## config.mk

```make
export PLATFORM = sky130hd
export DESIGN_NAME = pong_match_ctrl
export DESIGN_NICKNAME = d
export VERILOG_FILES = /design/src/rtl/pong_pkg.sv /design/src/rtl/btn_sync_edge.sv /design/src/rtl/pong_match_ctrl.sv
export SDC_FILE = /design/constraint.sdc
export NUM_CORES = 1
export LEC_CHECK = 0
export ABC_CLOCK_PERIOD_IN_PS = 4000
export BUFFER_PORTS_ARGS = -buffer_cell sky130_fd_sc_hd__buf_4
export CORE_ASPECT_RATIO = 1.2
export CORE_UTILIZATION = 59
export CTS_BUF_LIST = sky130_fd_sc_hd__clkbuf_8 sky130_fd_sc_hd__clkbuf_16
export CTS_CLUSTER_SIZE = 8
export DETAILED_ROUTE_END_ITERATION = 7
export PLACE_DENSITY_LB_ADDON = 0.08
export SYNTH_ARGS = -nofsm -noshare
export SYNTH_HDL_FRONTEND = slang
export SYNTH_SLANG_ARGS = --single-unit
export TNS_END_PERCENT = 50
```

## constraint.sdc

```tcl
create_clock -name pixel_clk -period 4 [get_ports pixel_clk]
set_input_delay 0.4 -clock pixel_clk [delete_from_list [all_inputs] [get_ports pixel_clk]]
set_output_delay 0.4 -clock pixel_clk [all_outputs]
set_load 0.005 [all_outputs]
```

## src/rtl/pong_pkg.sv

```systemverilog
// Shared types and constants for the Pong match controller.
//   match_state_t : match sequencer states
//   SERVE_LEFT / SERVE_RIGHT : serve_dir encodings
//   FRAME_CNT_W   : width of the frame counter
package pong_pkg;

  typedef enum logic [2:0] {
    IDLE      = 3'd0,
    SERVE     = 3'd1,
    PLAY      = 3'd2,
    PAUSE     = 3'd3,
    POINT     = 3'd4,
    CHECK     = 3'd5,
    GAME_OVER = 3'd6
  } match_state_t;

  localparam logic SERVE_LEFT  = 1'b0;
  localparam logic SERVE_RIGHT = 1'b1;

  localparam int FRAME_CNT_W = 8;

endpackage

```

## src/rtl/btn_sync_edge.sv

```systemverilog
// Button conditioning: 2-FF synchroniser followed by a rising-edge detector.
// No debounce is performed here.
// Ports:
//   clk_i   : clock
//   rst_ni  : asynchronous active-low reset
//   btn_i   : raw asynchronous button level
//   pulse_o : one-cycle pulse on each synchronised rising edge
module btn_sync_edge (
  input  logic clk_i,
  input  logic rst_ni,
  input  logic btn_i,
  output logic pulse_o
);

  logic meta_q;
  logic sync_q;
  logic prev_q;

  always_ff @(posedge clk_i or negedge rst_ni) begin
    if (!rst_ni) begin
      meta_q <= 1'b0;
      sync_q <= 1'b0;
      prev_q <= 1'b0;
    end else begin
      meta_q <= btn_i;
      sync_q <= meta_q;
      prev_q <= sync_q;
    end
  end

  assign pulse_o = sync_q & ~prev_q;

endmodule

```

## src/rtl/pong_match_ctrl.sv

```systemverilog
// Match-level sequencer for Pong. Converts ball out-of-bounds levels into
// single-cycle score pulses, times serve delays in frames, clears the score
// board at match start and detects match end from the score board win flags.
// All outputs are registered.
// Ports:
//   pixel_clk, rst_n              : clock, asynchronous active-low reset
//   fsync                         : one-cycle frame-start pulse
//   start_btn, pause_btn          : raw asynchronous buttons
//   ball_out_left, ball_out_right : ball has left the field (levels)
//   player_1_win, player_2_win    : win flags from score_board
//   player_1_scored, player_2_scored : one-cycle score pulses to score_board
//   score_clr                     : clear to score_board
//   ball_hold, serve_dir, paddles_en : datapath controls
//   game_over, winner             : match result (winner valid with game_over)
//   dbg_state                     : current sequencer state (debug)
module pong_match_ctrl
  import pong_pkg::*;
#(
  parameter int unsigned SERVE_FRAMES = 60,
  parameter int unsigned OVER_FRAMES  = 180
) (
  input  logic       pixel_clk,
  input  logic       rst_n,
  input  logic       fsync,
  input  logic       start_btn,
  input  logic       pause_btn,
  input  logic       ball_out_left,
  input  logic       ball_out_right,
  input  logic       player_1_win,
  input  logic       player_2_win,
  output logic       player_1_scored,
  output logic       player_2_scored,
  output logic       score_clr,
  output logic       ball_hold,
  output logic       serve_dir,
  output logic       paddles_en,
  output logic       game_over,
  output logic       winner,
  output logic [2:0] dbg_state
);

  localparam logic [FRAME_CNT_W-1:0] SERVE_LAST = FRAME_CNT_W'(SERVE_FRAMES - 1);
  localparam logic [FRAME_CNT_W-1:0] OVER_LAST  = FRAME_CNT_W'(OVER_FRAMES - 1);

  logic start_p;
  logic pause_p;

  btn_sync_edge u_start_sync (
    .clk_i   (pixel_clk),
    .rst_ni  (rst_n),
    .btn_i   (start_btn),
    .pulse_o (start_p)
  );

  btn_sync_edge u_pause_sync (
    .clk_i   (pixel_clk),
    .rst_ni  (rst_n),
    .btn_i   (pause_btn),
    .pulse_o (pause_p)
  );

  match_state_t           state_q, state_d;
  logic [FRAME_CNT_W-1:0] frame_cnt_q, frame_cnt_d;
  // Set when leaving GAME_OVER so IDLE lasts one cycle and then serves
  // without waiting for another start press.
  logic                   rearm_q, rearm_d;
  logic                   p1_scored_q, p1_scored_d;
  logic                   p2_scored_q, p2_scored_d;
  logic                   score_clr_q, score_clr_d;
  logic                   ball_hold_q, ball_hold_d;
  logic                   serve_dir_q, serve_dir_d;
  logic                   paddles_en_q, paddles_en_d;
  logic                   game_over_q, game_over_d;
  logic                   winner_q, winner_d;

  always_ff @(posedge pixel_clk or negedge rst_n) begin
    if (!rst_n) begin
      state_q      <= IDLE;
      frame_cnt_q  <= '0;
      rearm_q      <= 1'b0;
      p1_scored_q  <= 1'b0;
      p2_scored_q  <= 1'b0;
      score_clr_q  <= 1'b1;
      ball_hold_q  <= 1'b1;
      serve_dir_q  <= SERVE_LEFT;
      paddles_en_q <= 1'b0;
      game_over_q  <= 1'b0;
      winner_q     <= 1'b0;
    end else begin
      state_q      <= state_d;
      frame_cnt_q  <= frame_cnt_d;
      rearm_q      <= rearm_d;
      p1_scored_q  <= p1_scored_d;
      p2_scored_q  <= p2_scored_d;
      score_clr_q  <= score_clr_d;
      ball_hold_q  <= ball_hold_d;
      serve_dir_q  <= serve_dir_d;
      paddles_en_q <= paddles_en_d;
      game_over_q  <= game_over_d;
      winner_q     <= winner_d;
    end
  end

  always_comb begin
    state_d     = state_q;
    frame_cnt_d = frame_cnt_q;
    rearm_d     = rearm_q;
    p1_scored_d = 1'b0;
    p2_scored_d = 1'b0;
    serve_dir_d = serve_dir_q;
    winner_d    = winner_q;

    case (state_q)
      IDLE: begin
        if (start_p || rearm_q) begin
          state_d     = SERVE;
          serve_dir_d = SERVE_LEFT;
          rearm_d     = 1'b0;
        end
      end

      SERVE: begin
        if (fsync) begin
          if (frame_cnt_q == SERVE_LAST) begin
            state_d = PLAY;
          end else begin
            frame_cnt_d = frame_cnt_q + 1'b1;
          end
        end
      end

      PLAY: begin
        // Simultaneous exits are a let: re-serve in the same direction.
        if (ball_out_left && ball_out_right) begin
          state_d = SERVE;
        end else if (ball_out_left) begin
          p1_scored_d = 1'b1;
          serve_dir_d = SERVE_LEFT;
          state_d     = POINT;
        end else if (ball_out_right) begin
          p2_scored_d = 1'b1;
          serve_dir_d = SERVE_RIGHT;
          state_d     = POINT;
        end else if (pause_p) begin
          state_d = PAUSE;
        end
      end

      POINT: begin
        state_d = CHECK;
      end

      // Score board has registered the point by now, so win flags are current.
      CHECK: begin
        if (player_1_win) begin
          state_d  = GAME_OVER;
          winner_d = 1'b0;
        end else if (player_2_win) begin
          state_d  = GAME_OVER;
          winner_d = 1'b1;
        end else begin
          state_d = SERVE;
        end
      end

      PAUSE: begin
        if (pause_p) begin
          state_d = PLAY;
        end
      end

      GAME_OVER: begin
        if (fsync && (frame_cnt_q != OVER_LAST)) begin
          frame_cnt_d = frame_cnt_q + 1'b1;
        end
        if (start_p && (frame_cnt_q == OVER_LAST)) begin
          state_d = IDLE;
          rearm_d = 1'b1;
        end
      end

      default: begin
        state_d = IDLE;
      end
    endcase

    if (state_d != state_q) begin
      frame_cnt_d = '0;
    end

    // Outputs are registered from the next state so they line up with it.
    score_clr_d  = (state_d == IDLE);
    ball_hold_d  = (state_d != PLAY);
    paddles_en_d = (state_d == SERVE) || (state_d == PLAY) ||
                   (state_d == POINT) || (state_d == CHECK);
    game_over_d  = (state_d == GAME_OVER);
  end

  assign player_1_scored = p1_scored_q;
  assign player_2_scored = p2_scored_q;
  assign score_clr       = score_clr_q;
  assign ball_hold       = ball_hold_q;
  assign serve_dir       = serve_dir_q;
  assign paddles_en      = paddles_en_q;
  assign game_over       = game_over_q;
  assign winner          = winner_q;
  assign dbg_state       = state_q;

endmodule
```

Word-level counts from Yosys, hierarchy flattened
Cells that the tools add are included.

Flip-flop bits (word level): 26. Input bits: 9. Output and inout port bits: 11. Logic and storage cells: 95.

Add/sub/neg operators: 1. Equal/unequal tests: 23. Mux-type cells: 33. Bitwise gates (word level): 4. Reduce and logical (&&, ||, !) cells: 17.

Operators by type and width (count): $mux W3 (11); $mux W8 (4); $pmux W3 S7 (1); $eq A3 B3 Y1 const B (6); $pmux W8 S2 (1); $mux W1 (14); $ne A3 B3 Y1 const B (4); $eq A3 B2 Y1 const B (3); $add A8 B1 Y8 const B (1); $eq A8 B6 Y1 const B (1); $eq A8 B8 Y1 const B (1); $ne A8 B8 Y1 const B (1); $reduce_and A4 Y1 (2); $eq A3 B1 Y1 const B (2); $logic_not A3 Y1 (2); $ne A2 B2 Y1 const B (3); $reduce_bool A2 Y1 (3); $logic_or A1 B1 Y1 (4); $pmux W1 S2 (2); $logic_and A1 B1 Y1 (3); $ne A3 B2 Y1 const B (1); $ne A3 B3 Y1 (1); $reduce_and A3 Y1 (1); $reduce_bool A3 Y1 (1); other kinds (3) (5).

Longest topological paths before layout
Gate-level depths: netlist of run 1.

Depth after elaboration: 11. Depth in mapped cells: 6. Mapped depth without buffers: 6.

Cells and area by module
From an unflattened synthesis of run 1, not the netlist that was laid out.

Cell total of the unflattened synthesis: 128. Area, all modules: 1345.0 µm².

By module, submodules not included: pong_match_ctrl (times used 1, cells each 120, area each 1167.4 µm², seq. area each 503.0 µm²); btn_sync_edge (times used 2, cells each 4, area each 88.8 µm², seq. area each 75.1 µm²).

Worst setup path before layout of run 1
No wires, ideal clock.

Path kind: flip-flop to flip-flop. Start point: register frame_cnt_q[0]. End point: register frame_cnt_q[0]. Library setup time: 0.072 ns. Arrival time: 1.607 ns. Data required time: 3.928 ns. Slack: 2.322 ns. Stages on the path, launching flop included: 7. Path buffers: 0. Period minus slack after synthesis: 1.678 ns. Cells stage by stage: dfrtp_1 ha_1 and3_2 a31o_2 and3_1 a211o_4 nor2_1.

Cells in the longest elaborated chain, start to end: 7. Elaborated cells between the ends (all ways): 21. Those cells by class: add/sub: 1; eq/ne: 7; mux: 9; reduce/logical: 4.

Ends and longest elaborated chain: start, declared (RTL line pong_match_ctrl.sv:63) `logic [FRAME_CNT_W-1:0] frame_cnt_q, frame_cnt_d;`; start signal, assigned (RTL line pong_match_ctrl.sv:91) `frame_cnt_q <= frame_cnt_d;`; $eq A8 B6 Y1 or $eq A8 B8 Y1 (tied branches) (RTL line pong_match_ctrl.sv:124, pong_match_ctrl.sv:176); $mux W3 or $logic_and A1 B1 Y1 (tied branches) (RTL line pong_match_ctrl.sv:124, pong_match_ctrl.sv:176); $mux W3, on equally long branches (RTL line pong_match_ctrl.sv:123, pong_match_ctrl.sv:176); $pmux W3 S7 (RTL line pong_match_ctrl.sv:113) `case (state_q)`; $ne A3 B3 Y1 (RTL line pong_match_ctrl.sv:187) `if (state_d != state_q) begin`; $ne A3 B3 Y1 (no source line) or $reduce_bool A3 Y1 (tied branches); $reduce_and A4 Y1 (no source line).

Several ways; a longest one is shown, not always the timed one. The select of a mux whose other input is x is not followed. A chain may end at the register's enable or synchronous reset.

Worst setup path in the final report of run 1
Start point: register frame_cnt_q[0]. End point: register frame_cnt_q[1].

Same word-level chain as after synthesis.

==> qor.log, run 1 <==
qor: status.outcome complete, no violations
qor: run.timing.max_cap.violations 0
qor: hold_path.min_path_type input port to async pin
qor: sta.relative_slew_slack 70.0%
qor: yosys.number_of_enable_type_register_cells_in_the_synthesized_netlist 0
qor: global_route.total_grt_usage 24.0%
qor: die.core-area 0.00207 mm^2
qor: sta.fin_crit_sh 45.5%
qor: critical_path.critPathArrivalTime 2.03 ns
qor: detailed_routing.first_pass_iters 4
qor: global_route.antenna_violations_before_repair 0
qor: sta.setup_viol_count_final 0
qor: yosys.synthesis.yosys.warnings 0
qor: global_route.overflow 0
qor: die.floorplan.die.height 53.4 um
qor: yosys.synth_top_cell_by_area dfrtp_1
qor: yosys.synth-seq-area-share 50.2%
qor: die.placement_rows 18
qor: place.buffer_ports.inserted 19
qor: die.num_io_pins 20
qor: yosys.synth.area.top_cells dfrtp_1, dfstp_2, nor2_1
qor: clock_tree.cts-buffers-inserted 3
qor: clock_tree.clock_tree.buffer_depth 2
qor: detailed_routing.postRouteWirelength 2370 um
qor: global_route.wire_length_of_the_first_global_routing_pass 4040 um
qor: sta.total_count_of_max_transition_violations_in_the_final_report 0
qor: detailed_routing.route.detailed.wl_per_inst 14.4 um
qor: critical_path.cp-end-kind register
qor: clock_tree.worst_setup_hold_path_clk_slew 0.08 ns
qor: detailed_routing.drc_marker_count_from_the_first_detailed_route_iteration 15
qor: final_layout.fillCellCount 160
qor: place.place_worst_setup_slack 2.19 ns
qor: sta.setup_repair_after_global_routing_missed_its_margin no
qor: clock_tree.cts.hold.buffers_added 0
qor: yosys.ys_async_sr_fraction 100%
qor: power_and_ir_drop.power_density 593 mW/mm^2
qor: yosys.postSynthAreaPerCell 11.2 um^2
qor: yosys.yosys.cell_types.count 45
qor: final_layout.post_route_cells_drive_above_1_share 26.7%
qor: yosys.synth_commonest_cells dfrtp_1, nor2_1, a21oi_1
qor: yosys.cell_with_the_most_instances_after_synthesis dfrtp_1
qor: place.post-dp-hpwl 1660 um
qor: final_layout.finalCoreUtilization 72.5%
qor: die.die-width 44.9 um
qor: final_layout.area_growth_syn_to_layout 15.4%
qor: sta.setup-tns-final 0 ns
qor: critical_path.crit_required 4.21 ns
qor: detailed_routing.dr_total_vias 944
qor: die.start_util 62.8%
qor: sta.fmax 0.549 GHz
qor: final_layout.stdcell_area 0.00150 mm^2
qor: clock_tree.clock_tree.htree_level_count 1
qor: clock_tree.postCtsSetupRepairBufs 0
qor: clock_tree.numClockSinks 26
qor: final_layout.nets 146
qor: die.fp.dieArea 0.00240 mm^2
qor: sta.final-hold-violation-count 0
qor: sta.finalWorstSetupSlack 2.18 ns
qor: place.place_area 0.00146 mm^2
qor: clock_tree.post_cts_resized 0
qor: yosys.synthFlopType dfrtp_1
qor: critical_path.critical_path_start_type register
qor: critical_path.worstPathMaxFanout 8
qor: place.globalplace.congestion 0.843
qor: global_route.first_global_vias 938
qor: sta.fin_crit 1.82 ns
qor: clock_tree.cts_root_buffer clkbuf_8
qor: sta.skew 0.00427 ns
qor: detailed_routing.route.detailed.drc 0
qor: yosys.ys_ff_latch 26
qor: global_route.grt_start_max_net_pins 27
qor: power_and_ir_drop.p_leak 0.659 nW
qor: detailed_routing.route.detailed.vias_per_inst 5.72
qor: yosys.synth_cells 116
qor: sta.worst_slew_pin_slew 0.450 ns
qor: clock_tree.tritoncts done
qor: detailed_routing.drt.antenna.violating_nets 0
qor: yosys.mappedNetlistArea 0.00130 mm^2
qor: power_and_ir_drop.worst_ir_drop_vdd 0.000335 V
qor: final_layout.diodes 0
qor: clock_tree.insertion_delay 0.27 ns
qor: critical_path.setup.worst_path.class register to register
qor: yosys.synthesis.nets 126
qor: yosys.yosysTopAreaCellShare 46.2%
==> layout by cell type, fill, tap and decap left out, types with 2 or more instances in the layout <==
master / instances
clkbuf_8: 3
xor2_1: 5
buf_4: 19
nor2_1: 13
a21oi_1: 6
nor2b_1: 2
nand2_1: 5
xnor2_1: 4
inv_1: 5
nor3_1: 3
a21o_1: 2
nand3_1: 4
nand2b_1: 5
dfstp_2: 2
dfrtp_1: 24
o21ai_0: 5
==> final cells by class <==
type / instances / area (um^2) / area share [%]
clock inverter: 1 / 3.75 / 0.250
inverter: 4 / 15.0 / 1.00
timing repair buffer: 19 / 143 / 9.50
sequential: 26 / 653 / 43.5
clock buffer: 3 / 41.3 / 2.75
tap: 30 / 37.5 / 2.50
multi-input combinational: 82 / 608 / 40.5
==> registers in the layout (all words and copies together), names as in the netlist <==
name	cells
ball_hold	1
dbg_state	3
frame_cnt_q	8
game_over	1
paddles_en	1
player_1_scored	1
player_2_scored	1
rearm_q	1
score_clr	1
serve_dir	1
u_pause_sync.meta_q	1
u_pause_sync.prev_q	1
u_pause_sync.sync_q	1
u_start_sync.meta_q	1
u_start_sync.prev_q	1
u_start_sync.sync_q	1
winner	1
==> kinds of logic (layout without fill, tap and decap cells) <==
kind of cell	count (synthesis)	after routing	synth area share (%)
AOI/OAI and AO/OA	25	25	16.9
adders and majority gates	2	2	1.73
and+or+nand+nor	45	45	21.3
DFF	26	26	50.2
muxes	1	1	0.769
xor gates and xnor gates	9	9	6.06
buffers and inverters	8	27	3.08
==> power by group <==
part / internal [mW] / leakage, nW / switching (mW)
clock network: 0.0687 / 0.0269 / 0.0776
registers: 0.325 / 0.328 / 0.0772
logic: 0.175 / 0.304 / 0.167
total: 0.569 / 0.659 / 0.322
==> routing by layer <==
metal,routed length (um),share of wire (%),vias up,global-route usage [%]
li1,-,-,452,-
met2,1230,52,27,43.4
met4,64,2.7,0,12.6
met5,0,0,-,0
met3,95,4.0,7,4.10
met1,987,42,458,26.4
==> path summary, 6_finish.rpt <==
check,from,to,slack [ns],cells after the start
max in group asynchronous,rst_n,ball_hold,3.69,1
setup reg to reg,frame_cnt_q[0],frame_cnt_q[1],2.18,6
min in group pixel_clk,start_btn,u_start_sync.meta_q,0.23,1
setup / recovery,frame_cnt_q[0],frame_cnt_q[1],2.18,6
hold / removal,rst_n,player_2_scored,0.02,1
hold reg to reg,u_pause_sync.meta_q,u_pause_sync.sync_q,0.36,0
==> critical path, cell delays in order, from the launching register on <==
cell and delay [ns]:
dfrtp_1 0.41, ha_1 0.23, and3_2 0.26, a31o_2 0.26
and3_1 0.16, a211o_4 0.31, nor2_1 0.12
==> metrics by stage <==
step	std cells	total power, mW	hold WS, ns
finish	165	0.890	0.0191
global route	165	0.955	0.0392
CTS	165	0.899	0.0243
detailed placement	161	0.749	0.321
global placement	161	0.734	0.314
floorplan	116	0.657	0.104
(Power assumes the default switching activity.)
==> inputs of run 2 (changes only) <==
Settings changed: ABC_AREA from default to 1, ABC_CLOCK_PERIOD_IN_PS 4000 to 1700, CORE_UTILIZATION 59 to 55.
Clock period 4 ns to 1.7 ns, I/O delays scaled along.
==> qor.log, run 2 <==
qor: sta.final-hold-violation-count 0
qor: power_and_ir_drop.power.share.sequential 52.4%
qor: power_and_ir_drop.power_density 810 mW/mm^2
qor: yosys.yosys.area_share.xor_xnor 0.657%
qor: status.outcome complete, no violations
qor: final_layout.nets 211
qor: yosys.synth.area.top_cells dfrtp_1, nand2_1, nor2_1
qor: yosys.mappedNetlistArea 0.00133 mm^2
qor: die.start_util 58.4%
qor: critical_path.cp-end-kind register
qor: sta.relative_slew_slack 79.6%
qor: sta.hold_ws 0.0863 ns
qor: die.fp.dieArea 0.00262 mm^2
qor: critical_path.critical_path_start_type register
qor: global_route.wire_length_of_the_first_global_routing_pass 4280 um
qor: critical_path.crit_required 1.90 ns
qor: sta.total_count_of_max_transition_violations_in_the_final_report 0
qor: critical_path.critical_path.cell_chain inv_2, nand2_2, inv_2, nand2_2, a21boi_2, nand3_4, inv_4, nand2_1, nand2_1, nand2_1, nor2_1
qor: sta.worst_slew_pin_slew 0.303 ns
qor: detailed_routing.route.detailed.vias_per_inst 5.10
qor: global_route.antenna_violations_before_repair 0
qor: detailed_routing.dr_total_vias 1178
qor: yosys.synth_commonest_cells nand2_1, nor2_1, dfrtp_1, inv_1, nand3_1
qor: power_and_ir_drop.switching_power_share_of_the_total 26.5%
qor: critical_path.timing.critical_path.mode_cell nand2_1
qor: yosys.ys_async_sr_fraction 100%
qor: detailed_routing.route.detailed.drc 0
qor: final_layout.finalNonFillerCells 231
qor: place.post-dp-hpwl 2080 um
qor: die.placement_rows 19
qor: yosys.synthMuxAreaShare 0%
qor: die.die-width 46.9 um
qor: global_route.overflow 0
qor: yosys.synth_compound_area_share 6.57%
qor: power_and_ir_drop.p_int 0.980 mW
qor: final_layout.stdcell_area 0.00165 mm^2
qor: yosys.number_of_enable_type_register_cells_in_the_synthesized_netlist 0
qor: run.timing.max_cap.violations 0
qor: final_layout.area_growth_syn_to_layout 23.7%
qor: clock_tree.cts-buffers-inserted 3
qor: detailed_routing.drt.antenna.violating_nets 0
qor: final_layout.top_register frame_cnt_q
qor: yosys.synth_cells 173
qor: clock_tree.insertion_delay 0.27 ns
qor: detailed_routing.drc_marker_count_from_the_first_detailed_route_iteration 25
qor: clock_tree.numClockSinks 26
qor: clock_tree.clock_tree.buffer_depth 2
qor: critical_path.worstPathMaxFanout 9
qor: die.floorplan.die.height 55.9 um
qor: yosys.yosys.cell_types.count 26
qor: place.place_area 0.00152 mm^2
qor: global_route.total_grt_usage 22.7%
qor: sta.skew 0.00286 ns
qor: clock_tree.worst_setup_hold_path_clk_slew 0.08 ns
qor: yosys.postSynthAreaPerCell 7.70 um^2
qor: sta.fin_crit_sh 93.1%
qor: yosys.synthFlopType dfrtp_1
qor: detailed_routing.postRouteWirelength 2710 um
qor: global_route.grt_start_max_net_pins 27
qor: place.globalplace.congestion 0.851
qor: sta.fin_crit 1.58 ns
qor: yosys.synth_fa_ha_area_share 0.939%
qor: power_and_ir_drop.p_sw 0.354 mW
qor: final_layout.largest_register_ff_count 8
qor: yosys.synth_top_cell_by_area dfrtp_1
qor: global_route.first_global_vias 1101
qor: power_and_ir_drop.comb_power_share 18.7%
qor: clock_tree.clock_tree.htree_level_count 1
qor: power_and_ir_drop.p_leak 0.818 nW
qor: clock_tree.tritoncts done
qor: final_layout.finalCoreUtilization 72.2%
qor: die.num_io_pins 20
qor: power_and_ir_drop.worst_ir_drop_vdd 0.000663 V
qor: sta.setup_viol_count_final 0
qor: place.dpl.cell_count 223
qor: yosys.synth_simple_gate_area_share 34.7%
qor: place.buffer_ports.inserted 19
qor: yosys.yosysTopAreaCellShare 45.1%
qor: detailed_routing.first_pass_iters 4
qor: clock_tree.cts_root_buffer clkbuf_8
qor: yosys.synth-seq-area-share 49.0%
qor: detailed_routing.route.detailed.wl_per_inst 11.7 um
qor: critical_path.timing.critical_path.slowest_cell_delay 0.47 ns
qor: final_layout.diodes 0
qor: critical_path.critPathArrivalTime 1.79 ns
qor: hold_path.min_path_type input port to register
qor: yosys.ys_ff_latch 26
qor: critical_path.setup.worst_path.class register to register
qor: yosys.synthesis.yosys.warnings 0
qor: final_layout.post_route_cells_drive_above_1_share 26.0%
qor: yosys.synthesis.nets 183
qor: power_and_ir_drop.clock_power_share 28.8%
qor: die.core-area 0.00228 mm^2
qor: final_layout.most-common-layout-cells nand2_1, nor2_1, inv_1, dfrtp_1, buf_4
qor: critical_path.slowest_stage dfrtp_2
qor: sta.fmax 0.632 GHz
qor: final_layout.commonest_non_fill_non_tap_cell_in_the_layout nand2_1
qor: yosys.synth_top_family_by_area simple AND/OR/NAND/NOR gates
qor: yosys.cell_with_the_most_instances_after_synthesis nand2_1
[run 2: changes by cell type after synthesis, moves of 5 or more]
cell      delta
a21oi_1      -5
inv_1       +19
nand2_1     +35
nand2b_1     -5
nand3_1     +11
nor2_1      +15
nor2_2       +5
o21ai_0      +5
[run 2: cells by family after synthesis]
family,count (synthesis)
simple gates,102
buf+inv,28
flops,26
compound gates,15
xor+xnor,1
fa+ha+maj,1
[run 2: power by group through the flow]
stage          clock [mW]  combinational [mW]  sequential [mW]
2_1_floorplan           0               0.141            0.706
3_5_place_dp            0               0.214            0.716
5_1_grt             0.414               0.279            0.703
3_3_place_gp            0               0.205            0.710
6_report            0.385               0.250            0.700
4_1_cts             0.391               0.218            0.704
[run 2: path summary, 6_finish.rpt]
| check | cells past startpoint | startpoint | slack, ns | end |
|---|---|---|---|---|
| max in group asynchronous | 2 | rst_n | 1.08 | ball_hold |
| worst min register to register | 0 | u_pause_sync.meta_q | 0.36 | u_pause_sync.sync_q |
| min in group asynchronous | 2 | rst_n | 0.33 | u_pause_sync.meta_q |
| worst max register to register | 11 | dbg_state[0] | 0.12 | frame_cnt_q[5] |
| worst max-delay path | 11 | dbg_state[0] | 0.12 | frame_cnt_q[5] |
| worst min-delay path | 2 | ball_out_right | 0.09 | player_1_scored |
[run 2: critical path, delay by kind of cell (launching register included)]
| kind | cells | cell delay (ns) |
|---|---|---|
| simple gates | 7 | 0.55 |
| flops | 1 | 0.47 |
| buf+inv | 3 | 0.32 |
| compound gates | 1 | 0.18 |
[run 2: per-layer routing]
| layer | GRT usage [%] | vias up | share of wire (%) |
|---|---|---|---|
| met5 | 0 | - | 0 |
| met4 | 6.94 | 0 | 1.5 |
| met3 | 2.92 | 7 | 2.8 |
| met2 | 43.5 | 26 | 55 |
| met1 | 23.6 | 551 | 41 |
| li1 | - | 594 | - |
[run 2: final cells by class]
class | instances | area [um^2]
fillers | 195 | 634
repair buffers | 24 | 188
clock buffers | 4 | 55.1
flip-flops and latches | 26 | 656
inverters | 27 | 104
well taps | 31 | 38.8
multi-input cells | 119 | 607
[run 2: through the flow]
step                      worst slack (ns)   TNS (ns)  power (mW)
after detailed placement         -0.000208  -0.000208       0.930
final                                0.117          0        1.33
after global placement               0.101          0       0.915
after floorplan                      0.231          0       0.847
after global routing              -0.00718    -0.0174        1.40
after CTS                           0.0133          0        1.31
[run 2: timing repair]
item	CTS	global route
gates resized for setup	3	11
cloned	0	0
endpoints found under the hold margin	24	2
hold buffers	1	2
setup endpoints to repair	4	11
pin swaps	0	3
setup buffers	0	1
==> inputs of run 3 (changes only) <==
--- a/config.mk
+++ b/config.mk
@@ -12,4 +12,5 @@
 export CORE_UTILIZATION = 55
 export CTS_BUF_LIST = sky130_fd_sc_hd__clkbuf_8 sky130_fd_sc_hd__clkbuf_16
+export CTS_CLUSTER_DIAMETER = 30
 export CTS_CLUSTER_SIZE = 8
 export DETAILED_ROUTE_END_ITERATION = 7
==> constraint.sdc (replaced) <==
create_clock -name pixel_clk -period 1.7 [get_ports pixel_clk]
set_input_delay 0.085 -clock pixel_clk [delete_from_list [all_inputs] [get_ports pixel_clk]]
set_output_delay 0.085 -clock pixel_clk [all_outputs]
set_load 0.005 [all_outputs]
==> qor.log, run 3 (synthesis gave the netlist of run 2 again) <==
qor: critical_path.crit_family simple AND/OR/NAND/NOR gates
qor: critical_path.critical_path.cell_chain inv_2, nand2_2, inv_2, nand2_2, a21boi_2, nand3_4, inv_4, nand2_1, nand2_1, nand2_1, nor2_1
qor: clock_tree.numClockSinks 26
qor: critical_path.path_buf_inv 3
qor: clock_tree.cts-buffers-inserted 3
qor: sta.hold_ws 0.00130 ns
qor: clock_tree.clock_tree.buffer_depth 2
qor: critical_path.slowest_stage dfrtp_2
qor: final_layout.finalNonFillerCells 231
qor: place.place_area 0.00152 mm^2
qor: die.placement_rows 19
qor: detailed_routing.route.detailed.wl_per_inst 11.7 um
qor: final_layout.commonest_non_fill_non_tap_cell_in_the_layout nand2_1
qor: detailed_routing.dr_total_vias 1178
qor: power_and_ir_drop.design_power_total 1.33 mW
qor: detailed_routing.drt.antenna.violating_nets 0
qor: global_route.grtUsageMet1 23.8%
qor: power_and_ir_drop.power.share.sequential 52.4%
qor: sta.fmax 0.632 GHz
qor: sta.fin_crit_sh 93.1%
qor: final_layout.largest_register_ff_count 8
qor: place.buffer_ports.inserted 19
qor: die.num_io_pins 20
qor: detailed_routing.drc_marker_count_from_the_first_detailed_route_iteration 25
qor: power_and_ir_drop.switching_power_share_of_the_total 26.5%
qor: final_layout.top_register frame_cnt_q
qor: final_layout.post_route_cells_drive_above_1_share 26.0%
qor: place.globalplace.congestion 0.851
qor: power_and_ir_drop.p_sw 0.354 mW
qor: power_and_ir_drop.p_leak 0.818 nW
qor: die.die-width 46.9 um
qor: sta.setup-tns-final 0 ns
qor: status.outcome complete, no violations
qor: critical_path.critical_path_start_type register
qor: power_and_ir_drop.power_density 810 mW/mm^2
qor: power_and_ir_drop.worst_ir_drop_vdd 0.000663 V
qor: run.timing.max_cap.violations 0
qor: sta.total_count_of_max_transition_violations_in_the_final_report 0
qor: final_layout.area_growth_syn_to_layout 23.7%
qor: sta.skew 0.00286 ns
qor: global_route.grt_start_max_net_pins 27
qor: clock_tree.insertion_delay 0.27 ns
qor: critical_path.worstPathMaxFanout 9
qor: final_layout.nets 211
qor: critical_path.timing.critical_path.mode_cell nand2_1
qor: critical_path.cp-end-kind register
qor: place.dpl.cell_count 223
qor: die.start_util 58.4%
qor: place.post-dp-hpwl 2080 um
qor: critical_path.timing.critical_path.slowest_cell_delay 0.47 ns
qor: sta.worst_slew_pin_slew 0.303 ns
qor: final_layout.fillCellCount 195
qor: final_layout.stdcell_area 0.00165 mm^2
qor: clock_tree.tritoncts done
qor: die.core-area 0.00228 mm^2
qor: final_layout.diodes 0
qor: global_route.total_grt_usage 22.8%
qor: global_route.first_global_vias 1104
qor: global_route.overflow 0
qor: clock_tree.clock_tree.htree_level_count 1
qor: detailed_routing.route.detailed.drc 0
qor: power_and_ir_drop.clock_power_share 28.8%
qor: detailed_routing.route.detailed.vias_per_inst 5.10
qor: global_route.antenna_violations_before_repair 0
qor: sta.fin_crit 1.58 ns
qor: hold_path.min_path_type input port to register
qor: die.floorplan.die.height 55.9 um
qor: critical_path.setup.worst_path.class register to register
qor: sta.final-hold-violation-count 0
qor: clock_tree.worst_setup_hold_path_clk_slew 0.08 ns
qor: detailed_routing.postRouteWirelength 2710 um
qor: clock_tree.cts_root_buffer clkbuf_8
qor: die.fp.dieArea 0.00262 mm^2
qor: power_and_ir_drop.p_int 0.980 mW
qor: sta.setup_viol_count_final 0
qor: critical_path.crit_required 1.90 ns
qor: global_route.wire_length_of_the_first_global_routing_pass 4300 um
qor: global_route.globalRoute.busiestLayer met2
qor: final_layout.most-common-layout-cells nand2_1, nor2_1, inv_1, dfrtp_1, buf_4
qor: global_route.global_route.usage.met3 2.92%
qor: sta.relative_slew_slack 79.6%
qor: power_and_ir_drop.comb_power_share 18.7%
qor: global_route.met2_usage 43.5%
qor: critical_path.critPathArrivalTime 1.79 ns
qor: detailed_routing.first_pass_iters 4
[run 3: final timing paths]
check,from,endpoint,slack [ns],cells past startpoint
max,dbg_state[0],frame_cnt_q[5],0.12,11
min,ball_out_right,player_1_scored,0.001,2
max reg2reg,dbg_state[0],frame_cnt_q[5],0.12,11
min reg2reg,u_pause_sync.meta_q,u_pause_sync.sync_q,0.36,0
max in group asynchronous,rst_n,ball_hold,1.16,2
min in group asynchronous,rst_n,u_pause_sync.meta_q,0.25,2
[run 3: cell type report]
cell class,instances,area (um^2),share of cell area [%]
clock buffer,4,55.1,3.34
multi-input combinational,119,607,36.8
inverter,27,104,6.30
sequential,26,656,39.8
tap,31,38.8,2.35
timing repair buffer,24,188,11.4
[run 3: stage by stage]
step | setup slack (ns) | utilization (%)
2_1_floorplan | 0.231 | -
3_3_place_gp | 0.101 | 66.4
3_5_place_dp | -0.000208 | 66.4
4_1_cts | 0.0133 | 70.6
5_1_grt | -0.00718 | 72.2
6_report | 0.117 | 72.2
[run 3: worst register-to-register path, stage by stage (launching register included)]
cell,delay [ns]
dfrtp_2,0.47
inv_2,0.11
nand2_2,0.08
inv_2,0.08
nand2_2,0.06
a21boi_2,0.18
nand3_4,0.14
inv_4,0.13
nand2_1,0.06
nand2_1,0.06
nand2_1,0.05
nor2_1,0.10
[run 3: what timing repair did]
action,4_1_cts,5_1_grt
hold endpoints to repair,28,0
resized for setup,3,11
setup endpoints to repair,4,11
hold buffers,3,0
pin swaps,0,3
setup buffers,0,1
[run 3: power by group through the flow]
stage	Clock, mW	Combinational [mW]	Sequential, mW
detailed placement	0	0.214	0.716
global route	0.414	0.279	0.703
CTS	0.391	0.221	0.704
global placement	0	0.205	0.710
finish	0.385	0.250	0.700
floorplan	0	0.141	0.706
[run 3: layer usage]
metal,vias to the layer above,part of all wire [%]
li1,594,-
met1,551,41
met2,26,55
met3,7,2.8
met4,0,1.5
met5,-,0
